**src/rtl/mips_pkg.sv**
```systemverilog
// Shared definitions for the multicycle MIPS datapath: word width, the
// multiply/divide unit state encodings and a conditional-negate helper.
package mips_pkg;

  localparam int WORD_W = 32;

  localparam logic [1:0] MD_IDLE = 2'd0;
  localparam logic [1:0] MD_MULT = 2'd1;
  localparam logic [1:0] MD_DIV  = 2'd2;
  localparam logic [1:0] MD_FIN  = 2'd3;

  typedef enum logic [1:0] {
    ST_IDLE = MD_IDLE,
    ST_MULT = MD_MULT,
    ST_DIV  = MD_DIV,
    ST_FIN  = MD_FIN
  } md_state_t;

  // Two's-complement negate when neg is set; abs(x) is cond_neg(x, x[MSB]).
  function automatic logic [WORD_W-1:0] cond_neg(input logic [WORD_W-1:0] x,
                                                 input logic neg);
    return neg ? (~x + 1'b1) : x;
  endfunction

endpackage

```
**src/rtl/md_iter_core.sv**
```systemverilog
// One iteration of unsigned shift-add multiply or restoring divide on a
// 2*WIDTH accumulator. Mult: acc = {partial, multiplier}; div: acc = {rem, quo}.
module md_iter_core #(
  parameter int WIDTH = 32
) (
  input  logic               is_div,
  input  logic [2*WIDTH-1:0] acc,
  input  logic [WIDTH-1:0]   opnd,
  output logic [2*WIDTH-1:0] acc_next
);

  logic [WIDTH:0]     sum;
  logic [WIDTH:0]     trial;
  logic [2*WIDTH-1:0] shifted;

  always_comb begin
    sum     = {1'b0, acc[2*WIDTH-1:WIDTH]} + {1'b0, (acc[0] ? opnd : '0)};
    shifted = {acc[2*WIDTH-2:0], 1'b0};
    trial   = {1'b0, shifted[2*WIDTH-1:WIDTH]} - {1'b0, opnd};
    if (is_div) begin
      // Borrow means the trial subtract went negative: keep the shifted remainder.
      acc_next = trial[WIDTH] ? shifted
                              : {trial[WIDTH-1:0], shifted[WIDTH-1:1], 1'b1};
    end else begin
      acc_next = {sum, acc[WIDTH-1:1]};
    end
  end

endmodule

```
**src/rtl/mult_div_unit.sv**
```systemverilog
// Iterative signed multiply/divide unit producing HI/LO for the multicycle MIPS
// control FSM. One bit per cycle on magnitudes; signs are applied at commit.
//
//   state | meaning
//   IDLE  | waiting for start_mult / start_div
//   MULT  | shift-add iterations, busy=1
//   DIV   | restoring-divide iterations, busy=1
//   FIN   | result committed (or div-by-zero), done=1 for one cycle
module mult_div_unit
  import mips_pkg::*;
#(
  parameter int WIDTH = WORD_W,
  parameter int CNT_W = 6
) (
  input  logic             clk,
  input  logic             reset,
  input  logic             start_mult,
  input  logic             start_div,
  input  logic [WIDTH-1:0] a_in,
  input  logic [WIDTH-1:0] b_in,
  output logic [WIDTH-1:0] hi_out,
  output logic [WIDTH-1:0] lo_out,
  output logic             busy,
  output logic             done,
  output logic             div_zero
);

  md_state_t          state, state_next;
  logic [CNT_W-1:0]   cnt;
  logic [2*WIDTH-1:0] acc, acc_next, prod_signed;
  logic [WIDTH-1:0]   opnd, quo_signed, rem_signed;
  logic               sign_a, sign_b, dz_flag, last_iter;

  md_iter_core #(.WIDTH(WIDTH)) u_core (
    .is_div   (state == ST_DIV),
    .acc      (acc),
    .opnd     (opnd),
    .acc_next (acc_next)
  );

  assign last_iter = (cnt == CNT_W'(WIDTH - 1));
  assign busy      = (state == ST_MULT) || (state == ST_DIV);
  assign done      = (state == ST_FIN);
  assign div_zero  = (state == ST_FIN) && dz_flag;

  always_comb begin
    prod_signed = (sign_a ^ sign_b) ? (~acc_next + 1'b1) : acc_next;
    quo_signed  = cond_neg(acc_next[WIDTH-1:0], sign_a ^ sign_b);
    rem_signed  = cond_neg(acc_next[2*WIDTH-1:WIDTH], sign_a);
  end

  always_comb begin
    state_next = state;
    case (state)
      ST_IDLE: begin
        if (start_mult)                  state_next = ST_MULT;
        else if (start_div && b_in != '0) state_next = ST_DIV;
        else if (start_div)              state_next = ST_FIN;
      end
      ST_MULT, ST_DIV: if (last_iter) state_next = ST_FIN;
      default:         state_next = ST_IDLE;
    endcase
  end

  always_ff @(posedge clk) begin
    if (reset) begin
      state   <= ST_IDLE;
      cnt     <= '0;
      acc     <= '0;
      opnd    <= '0;
      sign_a  <= 1'b0;
      sign_b  <= 1'b0;
      dz_flag <= 1'b0;
      hi_out  <= '0;
      lo_out  <= '0;
    end else begin
      state <= state_next;
      case (state)
        ST_IDLE: begin
          if (start_mult || start_div) begin
            cnt     <= '0;
            sign_a  <= a_in[WIDTH-1];
            sign_b  <= b_in[WIDTH-1];
            dz_flag <= !start_mult && (b_in == '0);
            // Mult iterates over the multiplier bits; div shifts the dividend out.
            opnd    <= start_mult ? cond_neg(a_in, a_in[WIDTH-1])
                                  : cond_neg(b_in, b_in[WIDTH-1]);
            acc     <= {{WIDTH{1'b0}}, start_mult ? cond_neg(b_in, b_in[WIDTH-1])
                                                  : cond_neg(a_in, a_in[WIDTH-1])};
          end
        end
        ST_MULT, ST_DIV: begin
          acc <= acc_next;
          cnt <= cnt + 1'b1;
          if (last_iter) begin
            if (state == ST_MULT) begin
              hi_out <= prod_signed[2*WIDTH-1:WIDTH];
              lo_out <= prod_signed[WIDTH-1:0];
            end else begin
              hi_out <= rem_signed;
              lo_out <= quo_signed;
            end
          end
        end
        default: ;
      endcase
    end
  end

endmodule

```
**config.mk**
```make
export PLATFORM = sky130hd
export DESIGN_NAME = mult_div_unit
export DESIGN_NICKNAME = d
export VERILOG_FILES = /design/src/rtl/mips_pkg.sv /design/src/rtl/md_iter_core.sv /design/src/rtl/mult_div_unit.sv
export SDC_FILE = /design/constraint.sdc
export NUM_CORES = 1
export LEC_CHECK = 0
export CAP_MARGIN = 30
export CORE_MARGIN = 4
export CORE_UTILIZATION = 50
export CTS_CLUSTER_SIZE = 12
export DETAILED_ROUTE_END_ITERATION = 10
export PLACE_DENSITY = 0.71
export SYNTH_ARGS = -nofsm -noshare
export SYNTH_HDL_FRONTEND = slang
export SYNTH_SLANG_ARGS = --single-unit
```
**constraint.sdc**
```tcl
create_clock -name clk -period 5.1 [get_ports clk]
set_input_delay 0.51 -clock clk [delete_from_list [all_inputs] [get_ports clk]]
set_output_delay 0.51 -clock clk [all_outputs]
set_load 0.1 [all_outputs]
```
### Yosys cells after proc, flatten, opt, wreduce, memory -nomap -nowiden

Index checks and enable logic that the tools add are counted.

* register bits: 171
* bits in latches: 0
* bits in writable memories: 0
* memory bits (read-only): 0
* bits of input ports: 68
* output and inout bits: 67
* logic and storage cells: 66
* memories kept: 0

* add/sub/neg operators: 8
* multiply operators: 0
* divide/modulo/power cells: 0
* order comparisons: 0
* eq/ne operators: 7
* shift operators: 0
* mux-type cells: 21
* bitwise logic cells: 6
* reductions and logical operators: 15

Operator list (number)
* two-way mux 32 bit: 9
* two-way mux 64 bit: 4
* adder 32 x 1 -> 32 bit, second input constant: 4
* inverter 32 bit: 4
* one-hot mux 64 bit (2 select lines): 1
* adder 64 x 1 -> 64 bit, second input constant: 1
* inverter 64 bit: 1
* adder 32 x 32 -> 33 bit: 1
* subtractor 32 x 32 -> 33 bit: 1
* logical NOT 32 bit: 1
* nonzero test 32 bit: 1
* one-hot mux 6 bit (2 select lines): 1
* two-way mux 2 bit: 4
* AND reduction 2 bit: 4
* adder 6 x 1 -> 6 bit, second input constant: 1
* == test 6 x 5 -> 1 bit, second input constant: 1
* two-way mux 6 bit: 1
* == test 2 bit, second input constant: 2
* inequality test 2 bit, second input constant: 2
* inequality test 4 bit, second input constant: 1
* one-hot mux 2 bit (2 select lines): 1
* logical AND 1 bit: 3
* == test 2 x 1 -> 1 bit, second input constant: 1
* logical NOT 2 bit: 1
* 5 further kinds: 6

### Logic depth before layout (Yosys ltp)

Gate-level depths: netlist (run 1).

* depth in word-level cells: 7
* gate-level depth with buffers: 22
* mapped depth without buffers: 21

### Cells and area by module

A second synthesis (run 1) with hierarchy kept.

* cells, all modules: 2050
* area total of the unflattened synthesis: 15185.8 µm²

Modules (own cells, without submodules)
* mult_div_unit: times used 1, cells an instance 1319, area each 10319.9 µm², seq. area each 3423.3 µm²
* md_iter_core: times used 1, cells an instance 731, area each 4865.9 µm², seq. area each 0.0 µm²

### Worst setup path before layout (run 1)

Ideal clock, no wire load.

* path type: register to register
* start: register state[0]
* end: register hi_out[16]
* library setup time: 0.131 ns
* arrival: 4.150 ns
* required time: 4.969 ns
* slack: 0.819 ns
* cell stages (with the launch flop): 22
* buffers on the path: 6
* clock period less this slack: 4.281 ns
* cells stage by stage: dfxtp_1 inv_1 ha_1 buf_1 clkbuf_1 buf_1 clkbuf_1 buf_1 buf_1 o21ai_1 ha_1 o21ai_0 nor2_1 nand3_1 nor2_1 nand2_1 nand2_1 nand4_1 a211oi_1 a31o_2 xnor2_1 o21ai_0

* cells in the longest elaborated chain, start to end: 6

RTL lines
* start: declaration: line mult_div_unit.sv:28 `md_state_t state, state_next;`
* start signal: assignment: line mult_div_unit.sv:77 `state <= state_next;`
* == test 2 bit: line mult_div_unit.sv:35, mult_div_unit.sv:78
* two-way mux 64 bit: line md_iter_core.sv:20 `if (is_div) begin`
* inverter 64 bit or inverter 32 bit (tied branches): line mult_div_unit.sv:47, mips_pkg.sv:22
* adder 64 x 1 -> 64 bit or adder 32 x 1 -> 32 bit (tied branches): line mult_div_unit.sv:47, mips_pkg.sv:22
* two-way mux 64 bit or two-way mux 32 bit (tied branches): line mult_div_unit.sv:47, mips_pkg.sv:22
* two-way mux 32 bit: line mult_div_unit.sv:96 `if (state == ST_MULT) begin`
* end signal: assignment: line mult_div_unit.sv:97 `hi_out <= prod_signed[2*WIDTH-1:WIDTH];`
* end signal: assignment: line mult_div_unit.sv:100 `hi_out <= rem_signed;`
* end: declaration: line mult_div_unit.sv:21 `output logic [WIDTH-1:0] hi_out,`

Parallel ways exist; a longest one is shown, timed or not.
A chain may end at the register's enable or synchronous reset.

### Worst setup path in the final report (run 1)

* start: register opnd[24]
* end: register hi_out[31]

* cells in the longest elaborated chain, start to end: 7

RTL lines
* start: declaration: line mult_div_unit.sv:31 `logic [WIDTH-1:0] opnd, quo_signed, rem_signed;`
* start signal: assignment: line mult_div_unit.sv:86 `opnd <= start_mult ? cond_neg(a_in, a_in[WIDTH-1])`
* subtractor 32 x 32 -> 33 bit or two-way mux 32 bit (tied branches): line md_iter_core.sv:19, md_iter_core.sv:17
* two-way mux 64 bit or adder 32 x 32 -> 33 bit (tied branches): line md_iter_core.sv:22, md_iter_core.sv:17
* two-way mux 64 bit (*): line md_iter_core.sv:20
* inverter 64 bit or inverter 32 bit (tied branches): line mult_div_unit.sv:47, mips_pkg.sv:22
* adder 64 x 1 -> 64 bit or adder 32 x 1 -> 32 bit (tied branches): line mult_div_unit.sv:47, mips_pkg.sv:22
* two-way mux 64 bit or two-way mux 32 bit (tied branches): line mult_div_unit.sv:47, mips_pkg.sv:22
* two-way mux 32 bit (*): line mult_div_unit.sv:96

Mark *: on every way between the ends. The rest lies on a longest branch, timed or not.

==> results of run 1 <==
==> timing repair <==
action | 4_1_cts | 5_1_grt
endpoints found under the setup margin | 0 | 10
hold buffers | 0 | 0
hold endpoints to repair | 0 | 0
gates resized for setup | 0 | 9
==> final timing paths <==
path / depth (start not counted) / start / end
setup / recovery: 15 / opnd[24]$_SDFFE_PP0P_ / hi_out[31]$_SDFFE_PP0P_
hold / removal: 2 / lo_out[24]$_SDFFE_PP0P_ / lo_out[24]$_SDFFE_PP0P_
setup reg to reg: 15 / opnd[24]$_SDFFE_PP0P_ / hi_out[31]$_SDFFE_PP0P_
hold reg to reg: 2 / lo_out[24]$_SDFFE_PP0P_ / lo_out[24]$_SDFFE_PP0P_
==> per-stage QoR <==
stage | TNS [ps] | std cells
global route | -6.34 | 2602
floorplan | 0 | 2072
CTS | 0 | 2601
detailed placement | 0 | 2569
global placement | 0 | 2568
finish | 0 | 2602
==> power by group through the flow <==
stage	clock network [mW]	registers, mW	logic (mW)
2_1_floorplan	0	1.72	3.85
3_3_place_gp	0	1.81	5.66
3_5_place_dp	0	1.82	5.67
4_1_cts	1.35	1.79	5.71
5_1_grt	1.42	1.82	6.39
6_report	1.36	1.80	5.91
==> state kept, by name, indices dropped and copies added, names as in the netlist <==
name	flops
state	2
dz_flag	1
sign_b	1
hi_out	32
acc	64
cnt	6
opnd	32
sign_a	1
lo_out	32
==> synthesized netlist by cell type, drive strengths merged (8+ instances only) <==
cell    number  share of area
a21o        27          0.014
buf         19         0.0055
nand2      243          0.061
nor3        48          0.016
and3        13         0.0055
nor2       241          0.061
xor2        65          0.038
nand2b       9         0.0038
clkbuf     105          0.027
a31oi       23         0.0097
or2         11         0.0046
a211oi      31          0.016
mux2i       35          0.024
o211ai      36          0.019
a22oi       33          0.017
o21a         8         0.0040
or3         23         0.0097
dfxtp      171           0.23
o22ai       11         0.0046
mux2        14          0.011
a221oi      31          0.018
nor4        15         0.0078
nor2b        9         0.0038
a222oi      13         0.0088
or4         15         0.0078
o41ai       11         0.0065
nand3       56          0.019
inv         73          0.018
xnor2       83          0.049
and2        54          0.023
o31ai       26          0.013
nand4       23         0.0097
o21ai      134          0.045
a21oi      187          0.064
ha          73          0.062
==> cells in the final DEF, fill, tap and decap left out, types with 14 or more instances in the layout <==
cell type,instances
nand2_1,242
nor2_1,239
a21oi_1,183
dfxtp_1,171
clkdlybuf4s50_1,133
o21ai_0,129
buf_4,103
xnor2_1,82
inv_1,73
ha_1,72
xor2_1,65
nand3_1,55
and2_1,54
nor3_1,47
mux2i_1,35
o211ai_1,35
a22oi_1,33
a221oi_1,31
a211oi_1,30
a21o_1,27
o31ai_1,26
nand4_1,23
a31oi_1,23
or3_1,22
clkbuf_16,17
mux2_2,14
or4_1,14
==> kinds of logic (layout without fill, tap and decap cells) <==
logic type               count (synthesis)  count (layout)
flip-flops                             171             171
XOR/XNOR                               148             148
buffers and inverters                  197             343
adder cells (fa/ha/maj)                 75              75
AND/OR/NAND/NOR                        783             783
AO/OA/AOI/OAI                          649             649
multiplexers                            49              49
==> area by class of cell <==
| cell class | instances | area, µm² | area share |
|---|---|---|---|
| clock buffer | 19 | 433 | 0.0245 |
| tap | 384 | 480 | 0.0272 |
| clock inverter | 13 | 151 | 0.00857 |
| sequential | 171 | 3420 | 0.194 |
| inverter | 73 | 274 | 0.0155 |
| timing repair buffer | 238 | 2160 | 0.122 |
| multi-input combinational | 1704 | 10700 | 0.608 |
==> routing by layer <==
layer | wire (µm) | global-route usage
met1 | 23600 | 0.438
met2 | 26300 | 0.561
met3 | 4090 | 0.0470
met4 | 4100 | 0.206
met5 | 0 | 0
==> critical path, delay by kind of cell (launching register included) <==
family	cells	cell delay (ps)
compound gates	3	790
fa+ha+maj	1	540
buf+inv	3	420
flops	1	560
simple gates	8	2400
==> impl_metrics.yaml, run 1 <==
floorplan:
  boundaryPins: 135
  die_y_um: 180
  start_util: 0.512
  dieWidth_um: 180
  dieArea_mm2: 0.0325
  row_count: 62
  coreArea_mm2: 0.0290
yosys:
  synthMuxAreaShare: 0.0342
  synth_seq_cells: 171
  synth_cells: 2072
  synth_warnings: 0
  synth-xor-area-share: 0.0873
  synth_area_mm2: 0.0148
  avgSynthCellArea_um2: 7.16
  yosys.area_share.simple: 0.246
  syn_nets: 2215
  synth_cell_types: 81
  synth_top_family_by_area: "compound AO/OA/AOI/OAI gates"
  synth_compound_area_frac: 0.287
  synth_edf_count: 0
  synth_fa_ha_area_frac: 0.0642
  async_flop_share: 0
  yosysSeqAreaShare: 0.231
  ys.flop_type: "dfxtp_1"
worst_setup_path:
  regToRegSetupSlack_ps: 290
  startpoint_type: "flip-flop"
  cp_cell_sequence: "inv_1 > ha_1 > nand4_1 > nor4_2 > nand2_1 > buf_4 > o21ai_1 > and4_1 > o22ai_1 > buf_4 > or4_4 > nor4_4 > nand4_1 > or4_1 > a31oi_1"
  required_ps: 5470
  path_class: "flip-flop to flip-flop"
  cpMaxStageDelayCell: "dfxtp_1"
  worst_ep_arrival_time_ps: 5180
  critPathMaxFanout: 13
  critical-path-max-stage-delay_ps: 560
  crit_path_end_kind: "flip-flop"
clock_network:
  cts_made_buffers: 17
  cts_setup_buffers: 0
  clock_tree.buffer_depth: 2
  cts.sinks: 171
  clock_latency_ps: 450
  htreeDepth: 4
  clk_pin_slew_worst_paths_ps: 70
  root_buffer: "clkbuf_16"
  cts_tree: "done"
placed_design:
  io_buffers: 134
  dp.final_hpwl_um: 45600
  postPlaceCellArea_mm2: 0.0170
  pre_cts_ws_ps: 323
  place.gp.congestion: 1.12
cells_and_area:
  fin_area_mm2: 0.0177
  utilization: 0.609
  drive_gt1_frac: 0.0839
  area_delta_synth_final_pct: 19.1
  fin_nets: 2348
  fillerInstances: 2740
  n_antenna_cell: 0
pwr:
  p_sw_mw: 4.65
  p_leak_nw: 6.96
  power.internal_mw: 4.42
  p_comb_frac: 0.652
  fin_total_pwr_mw: 9.07
  power_frac_seq: 0.198
  ir_drop_v: 0.000315
  clockPowerShare: 0.150
  p_sw_frac: 0.512
  power_density_mw_per_mm2: 513
sta:
  hold_viol_final: 0
  timing.final.crit_share: 0.944
  fin_crit_ps: 4810
  finalMaxSlewViolations: 0
  max-slew-margin-rel: 0.318
  tightestPinTransition_ps: 1020
  clock.fmax_ghz: 0.208
  finClkSkew_ps: 11.0
  fin_hold_ws_ps: 457
  final-setup-viol-count: 0
  finalWorstSetupSlack_ps: 288
grt:
  grt_max_degree: 84
  gr-total-overflow: 0
  grt_pass1_vias: 15800
  grt_pass1_wl_um: 89900
  antenna_found_initial: 0
  grt_util_all_layers: 0.345
worst_hold_path:
  hold_path_class: "flip-flop to flip-flop"
routing:
  wl_um: 58100
  vias: 16700
  drtIter0Drc: 1914
  viasPerCell: 6.40
  ant_nets: 0
  wire_per_inst_um: 22.3
  first_pass_iters: 6
  drc: 0
outcome:
  status: "complete, no violations"
job:
  maxCapViolations: 0
Power figures use the tool's default switching activity.
==> inputs of run 2 (changes only) <==
- ABC_AREA: default -> 1
- PLACE_DENSITY: 0.71 -> 0.7
==> run 2 against run 1 <==
  * Sequential power down 4%
  * Register-to-register slack better by 210 ps
  * Area after synthesis up 14%
  * Combinational power up 2%
  * Clock power about the same
  * Largest power group unchanged
==> impl_metrics.yaml, run 2 <==
grt:
  antenna_found_initial: 0
  grt_max_degree: 78
  grt_use_met2: 0.552
  top_usage_layer: "met2"
  gr-total-overflow: 0
  use_met3: 0.0487
  grt_use_met1: 0.478
  grt_pass1_vias: 18400
  grt_util_all_layers: 0.352
  grt_pass1_wl_um: 102000
worst_setup_path:
  worst_ep_arrival_time_ps: 4960
  crit_path_end_kind: "flip-flop"
  r2r_cells: 27
  critPathMaxFanout: 8
  regToRegSetupSlack_ps: 490
  startpoint_type: "flip-flop"
  required_ps: 5460
  path_class: "flip-flop to flip-flop"
yosys:
  synth_top_area_frac: 0.212
  synth_warnings: 0
  yosys.area.top_type: "nand2_1"
  ys.flop_type: "dfxtp_1"
  synth_cells: 3050
  syn_nets: 3193
  avgSynthCellArea_um2: 5.56
  synth_area_leaders: "nand2_1, dfxtp_1, inv_1, nor2_1, nand3_1"
  async_flop_share: 0
  yosysSeqAreaShare: 0.202
  synth_most_common_cell: "nand2_1"
  synth_edf_count: 0
  synth_seq_cells: 171
  synth_area_mm2: 0.0170
  synth_cell_types: 51
  synthTopCellsByCount: "nand2_1, inv_1, nor2_1"
clock_network:
  cts_hold_buffers: 0
  ctsResizeCount: 0
  cts_made_buffers: 17
  clock_latency_ps: 460
  clk_pin_slew_worst_paths_ps: 80
  root_buffer: "clkbuf_16"
  cts.sinks: 171
  cts_tree: "done"
  cts_setup_buffers: 0
  clock_tree.buffer_depth: 2
  htreeDepth: 4
placed_design:
  io_buffers: 134
  dp_cells: 3568
  pre_cts_ws_ps: 668
  dp.final_hpwl_um: 53600
  place.gp.congestion: 1.02
cells_and_area:
  layout.cells.most_common: "nand2_1"
  fin_nets: 3282
  n_antenna_cell: 0
  multi_input_area_mm2: 0.0111
  largest-register: "acc"
  final_cell_mix: "nand2_1, inv_1, nor2_1"
  fillerInstances: 3498
  largest_register_ffs: 64
  drive_gt1_frac: 0.0419
  area_delta_synth_final_pct: 14.0
  regArea_mm2: 0.00342
  stdcell_count: 3600
pwr:
  power_density_mw_per_mm2: 470
  ir_drop_v: 0.000364
  p_leak_nw: 10.2
floorplan:
  row_count: 67
  dieArea_mm2: 0.0369
  boundaryPins: 135
  start_util: 0.507
  coreArea_mm2: 0.0334
  die_y_um: 192
  dieWidth_um: 192
worst_hold_path:
  hold_path_class: "flip-flop to flip-flop"
  holdPathStages: 2
sta:
  max-slew-margin-rel: 0.324
  finalMaxSlewViolations: 0
  finClkSkew_ps: 15.4
  fin_crit_ps: 4610
  finalWorstSetupSlack_ps: 493
  hold_viol_final: 0
  tightestPinTransition_ps: 1010
  final-setup-viol-count: 0
  timing.final.crit_share: 0.903
  fin_tns_setup_ps: 0
  clock.fmax_ghz: 0.217
  rsz0062_at_grt: "no"
outcome:
  status: "complete, no violations"
routing:
  viasPerCell: 5.62
  vias: 20200
  drtIter0Drc: 2371
  wire_per_inst_um: 18.5
  wl_um: 66400
  first_pass_iters: 6
  ant_nets: 0
  drc: 0
job:
  maxCapViolations: 0
run 2: cell count changes after synthesis, moves of 27 or more:
cell / change
nor2_1: +55
xnor2_1: -63
o21ai_0: +30
nand3_1: +144
clkbuf_1: -35
nand2_1: +714
and2_1: -51
mux2i_1: -35
inv_1: +444
a211oi_1: -27
run 2: worst max-delay path: stages, from the launching register on:
cell     delay [ps]
dfxtp_1         400
inv_1           110
ha_1            380
nand2_1         170
inv_2            40
nand2_1          60
nand2_1          70
inv_1            50
nand2_1         110
a21oi_4         330
nand3_1         200
o21ai_2         210
ha_1            240
nand3_1         140
nor2_1          150
nand2_1         120
nor2_1          160
nand4_1         190
nor2_1          220
nand4_1         190
nor2_2          280
nand2_1         100
a21oi_2         210
nand2_1         100
nand3_1          90
nand2_1          60
nor2_1          100
nor2_1           40
run 2: logic make-up (layout without fill, tap and decap cells):
logic type / after synthesis / after routing / synth area share
AND/OR/NAND/NOR: 1578 / 1578 / 0.383
AO/OA/AOI/OAI: 496 / 496 / 0.168
XOR/XNOR: 91 / 91 / 0.0470
flip-flops: 171 / 171 / 0.202
adder cells (fa/ha/maj): 75 / 75 / 0.0562
buffers and inverters: 639 / 741 / 0.144
run 2: layout make-up:
| type | instances | share of cell area |
|---|---|---|
| Sequential cell | 171 | 0.177 |
| Tap cell | 448 | 0.0290 |
| Inverter | 540 | 0.105 |
| Multi-Input combinational cell | 2240 | 0.575 |
| Timing Repair Buffer | 169 | 0.0838 |
| Clock inverter | 12 | 0.00635 |
| Clock buffer | 20 | 0.0236 |
run 2: report_power, final:
| group | switching [mW] | internal (mW) | total [mW] |
|---|---|---|---|
| clock | 0.654 | 0.677 | 1.33 |
| combinational | 4.30 | 1.73 | 6.03 |
| sequential | 0.174 | 1.54 | 1.72 |
| total | 5.13 | 3.95 | 9.08 |
run 2: per-layer routing:
layer  share of wire  vias to the layer above
met1            0.43                     9245
met3           0.083                      142
met4           0.055                        0
met2            0.44                     1005
met5               0                        -
li1                -                     9836
run 2: path summary, 6_finish.rpt:
path                                             start                      end
worst min register to register  lo_out[1]$_SDFFE_PP0P_   lo_out[1]$_SDFFE_PP0P_
worst max register to register   opnd[23]$_SDFFE_PP0P_  hi_out[18]$_SDFFE_PP0P_
worst max-delay path             opnd[23]$_SDFFE_PP0P_  hi_out[18]$_SDFFE_PP0P_
worst min-delay path            lo_out[1]$_SDFFE_PP0P_   lo_out[1]$_SDFFE_PP0P_
run 2: metrics by stage:
step           hold slack (ps)  total power, mW  instance area, µm²  utilization
2_1_floorplan              446             5.88               17000            -
3_3_place_gp               461             7.50               18700        0.560
3_5_place_dp               465             7.56               18700        0.560
4_1_cts                    475             8.91               19300        0.578
5_1_grt                    493             9.78               19300        0.578
6_report                   477             9.08               19300        0.578
==> inputs of run 3 (changes only) <==
- CELL_PAD_IN_SITES_DETAIL_PLACEMENT: default -> 1
- CELL_PAD_IN_SITES_GLOBAL_PLACEMENT: default -> 1
- CORE_UTILIZATION: 50 -> 41
- PLACE_DENSITY: 0.7 -> default
- PLACE_DENSITY_LB_ADDON: default -> 0.1
==> run 3 against run 2 <==
  * Worst setup slack got worse by 170 ps
  * Core utilization down 10 points
  * Register-to-register slack lost 170 ps
  * Hold slack improved by 6.3 ps
  * Highest routed layer is now met5
==> impl_metrics.yaml, run 3 (same netlist as run 2, synthesis figures left out) <==
floorplan:
  row_count: 74
  start_util: 0.415
  die_y_um: 211
  boundaryPins: 135
  dieArea_mm2: 0.0447
  dieWidth_um: 211
  coreArea_mm2: 0.0408
worst_setup_path:
  worst_ep_arrival_time_ps: 5170
  cp_top_family: "simple AND/OR/NAND/NOR gates"
  r2r_cells: 24
  critical-path-max-stage-delay_ps: 670
  path_class: "flip-flop to flip-flop"
  path_buf_inv: 2
  required_ps: 5500
  cp_cell_sequence: "buf_4 > nand2_1 > inv_1 > ha_1 > a21oi_1 > nand2_1 > nand2_1 > nand2_1 > nand2_1 > nand2_1 > nand2_1 > nand3_1 > nand3_1 > nand2_1 > nor2_1 > nand2_1 > nor2_1 > nand2_1 > nand2_1 > nand3_1 > nand3_1 > nand2_1 > nor2_1 > nor2_1"
  startpoint_type: "flip-flop"
  regToRegSetupSlack_ps: 330
  cpMostUsedCell: "nand2_1"
  cpMaxStageDelayCell: "dfxtp_2"
  reg2reg_from: "acc[0]$_SDFFE_PP0P_"
  r2r-end: "hi_out[30]$_SDFFE_PP0P_"
  critPathMaxFanout: 21
  crit_path_end_kind: "flip-flop"
grt:
  grt_use_met2: 0.578
  grt_use_met1: 0.433
  antenna_found_initial: 2
  top_usage_layer: "met2"
  grt_util_all_layers: 0.353
  gr-total-overflow: 0
  grt_pass1_vias: 20900
  use_met3: 0.0679
  grt_max_degree: 78
  grt_pass1_wl_um: 122000
cells_and_area:
  drive_gt1_frac: 0.0434
  stdcell_count: 3686
  fillerInstances: 5864
  utilization: 0.477
  n_antenna_cell: 0
  fin_nets: 3284
  largest-register: "acc"
  layout.cells.most_common: "nand2_1"
  largest_register_ffs: 64
  area_delta_synth_final_pct: 14.9
  final_cell_mix: "nand2_1, inv_1, nor2_1"
sta:
  fin_hold_ws_ps: 483
  finalMaxSlewViolations: 0
  finClkSkew_ps: 16.3
  timing.final.crit_share: 0.936
  max-slew-margin-rel: 0.303
  fin_tns_setup_ps: 0
  rsz0062_at_grt: "no"
  final-setup-viol-count: 0
  hold_viol_final: 0
  clock.fmax_ghz: 0.210
  fin_crit_ps: 4770
  tightestPinTransition_ps: 1040
clock_network:
  root_buffer: "clkbuf_16"
  cts_made_buffers: 17
  cts_setup_buffers: 0
  cts.sinks: 171
  cts_tree: "done"
  cts_hold_buffers: 0
  clk_pin_slew_worst_paths_ps: 90
  htreeDepth: 4
  clock_tree.buffer_depth: 2
  clock_latency_ps: 500
routing:
  drc: 0
  ant_nets: 0
  wire_per_inst_um: 21.8
  first_pass_iters: 6
  drtIter0Drc: 1545
  wl_um: 80200
  vias: 20500
  viasPerCell: 5.57
worst_hold_path:
  holdPathStages: 2
  min-delay-start: "acc[63]$_SDFFE_PP0P_"
  hold_path_class: "flip-flop to flip-flop"
  min_to: "acc[63]$_SDFFE_PP0P_"
placed_design:
  dp_cells: 3654
  place.gp.congestion: 1.01
  dp.final_hpwl_um: 65200
  io_buffers: 134
outcome:
  status: "complete, no violations"
job:
  maxCapViolations: 0
pwr:
  ir_drop_v: 0.000608
  power_density_mw_per_mm2: 484
  p_leak_nw: 10.2
## run 3: worst max path at each step
stage | to | startpoint | cells past startpoint | slack, ps
finish | hi_out[30]$_SDFFE_PP0P_ | acc[0]$_SDFFE_PP0P_ | 24 | 330
global route | hi_out[29]$_SDFFE_PP0P_ | acc[0]$_SDFFE_PP0P_ | 24 | 110
CTS | hi_out[18]$_SDFFE_PP0P_ | acc[31]$_SDFFE_PP0P_ | 29 | 480
detailed placement | hi_out[18]$_SDFFE_PP0P_ | acc[31]$_SDFFE_PP0P_ | 29 | 510
global placement | hi_out[26]$_SDFFE_PP0P_ | acc[31]$_SDFFE_PP0P_ | 29 | 680
floorplan | hi_out[18]$_SDFFE_PP0P_ | opnd[27]$_SDFFE_PP0P_ | 25 | 1750
## run 3: metrics by stage
stage / total power [mW] / setup slack, ps / cell area, µm²
2_1_floorplan: 5.88 / 1750 / 17000
3_3_place_gp: 7.73 / 683 / 18800
3_5_place_dp: 7.91 / 513 / 18900
4_1_cts: 9.32 / 483 / 19500
5_1_grt: 10.1 / 114 / 19500
6_report: 9.43 / 328 / 19500
## run 3: cell type report
cell class              instances  area, µm²  share of cell area
multi-input cells            2240      11100               0.572
well taps                     532        666              0.0342
flip-flops and latches        171       3420               0.176
inverters                     540       2030               0.104
clock buffers                  18        429              0.0220
repair buffers                171       1650              0.0846
clock inverters                14        148             0.00758
## run 3: routing by layer
layer,part of all wire,wire [µm]
met5,0.00014,11
met3,0.060,4850
met2,0.46,36800
met1,0.41,33100
met4,0.068,5430
## run 3: tightest hold or removal path: stages (launching register included)
cell and delay (ps):
dfxtp_1 320, nand2_1 60, a21oi_1 60
## run 3: what timing repair did
item,in CTS,in global routing
resized for setup,0,3
endpoints found under the hold margin,0,0
setup endpoints to repair,0,3
## run 3: power breakdown
group	total, mW	internal (mW)	switching [mW]
logic	6.35	1.73	4.62
clock network	1.37	0.655	0.711
registers	1.72	1.54	0.173
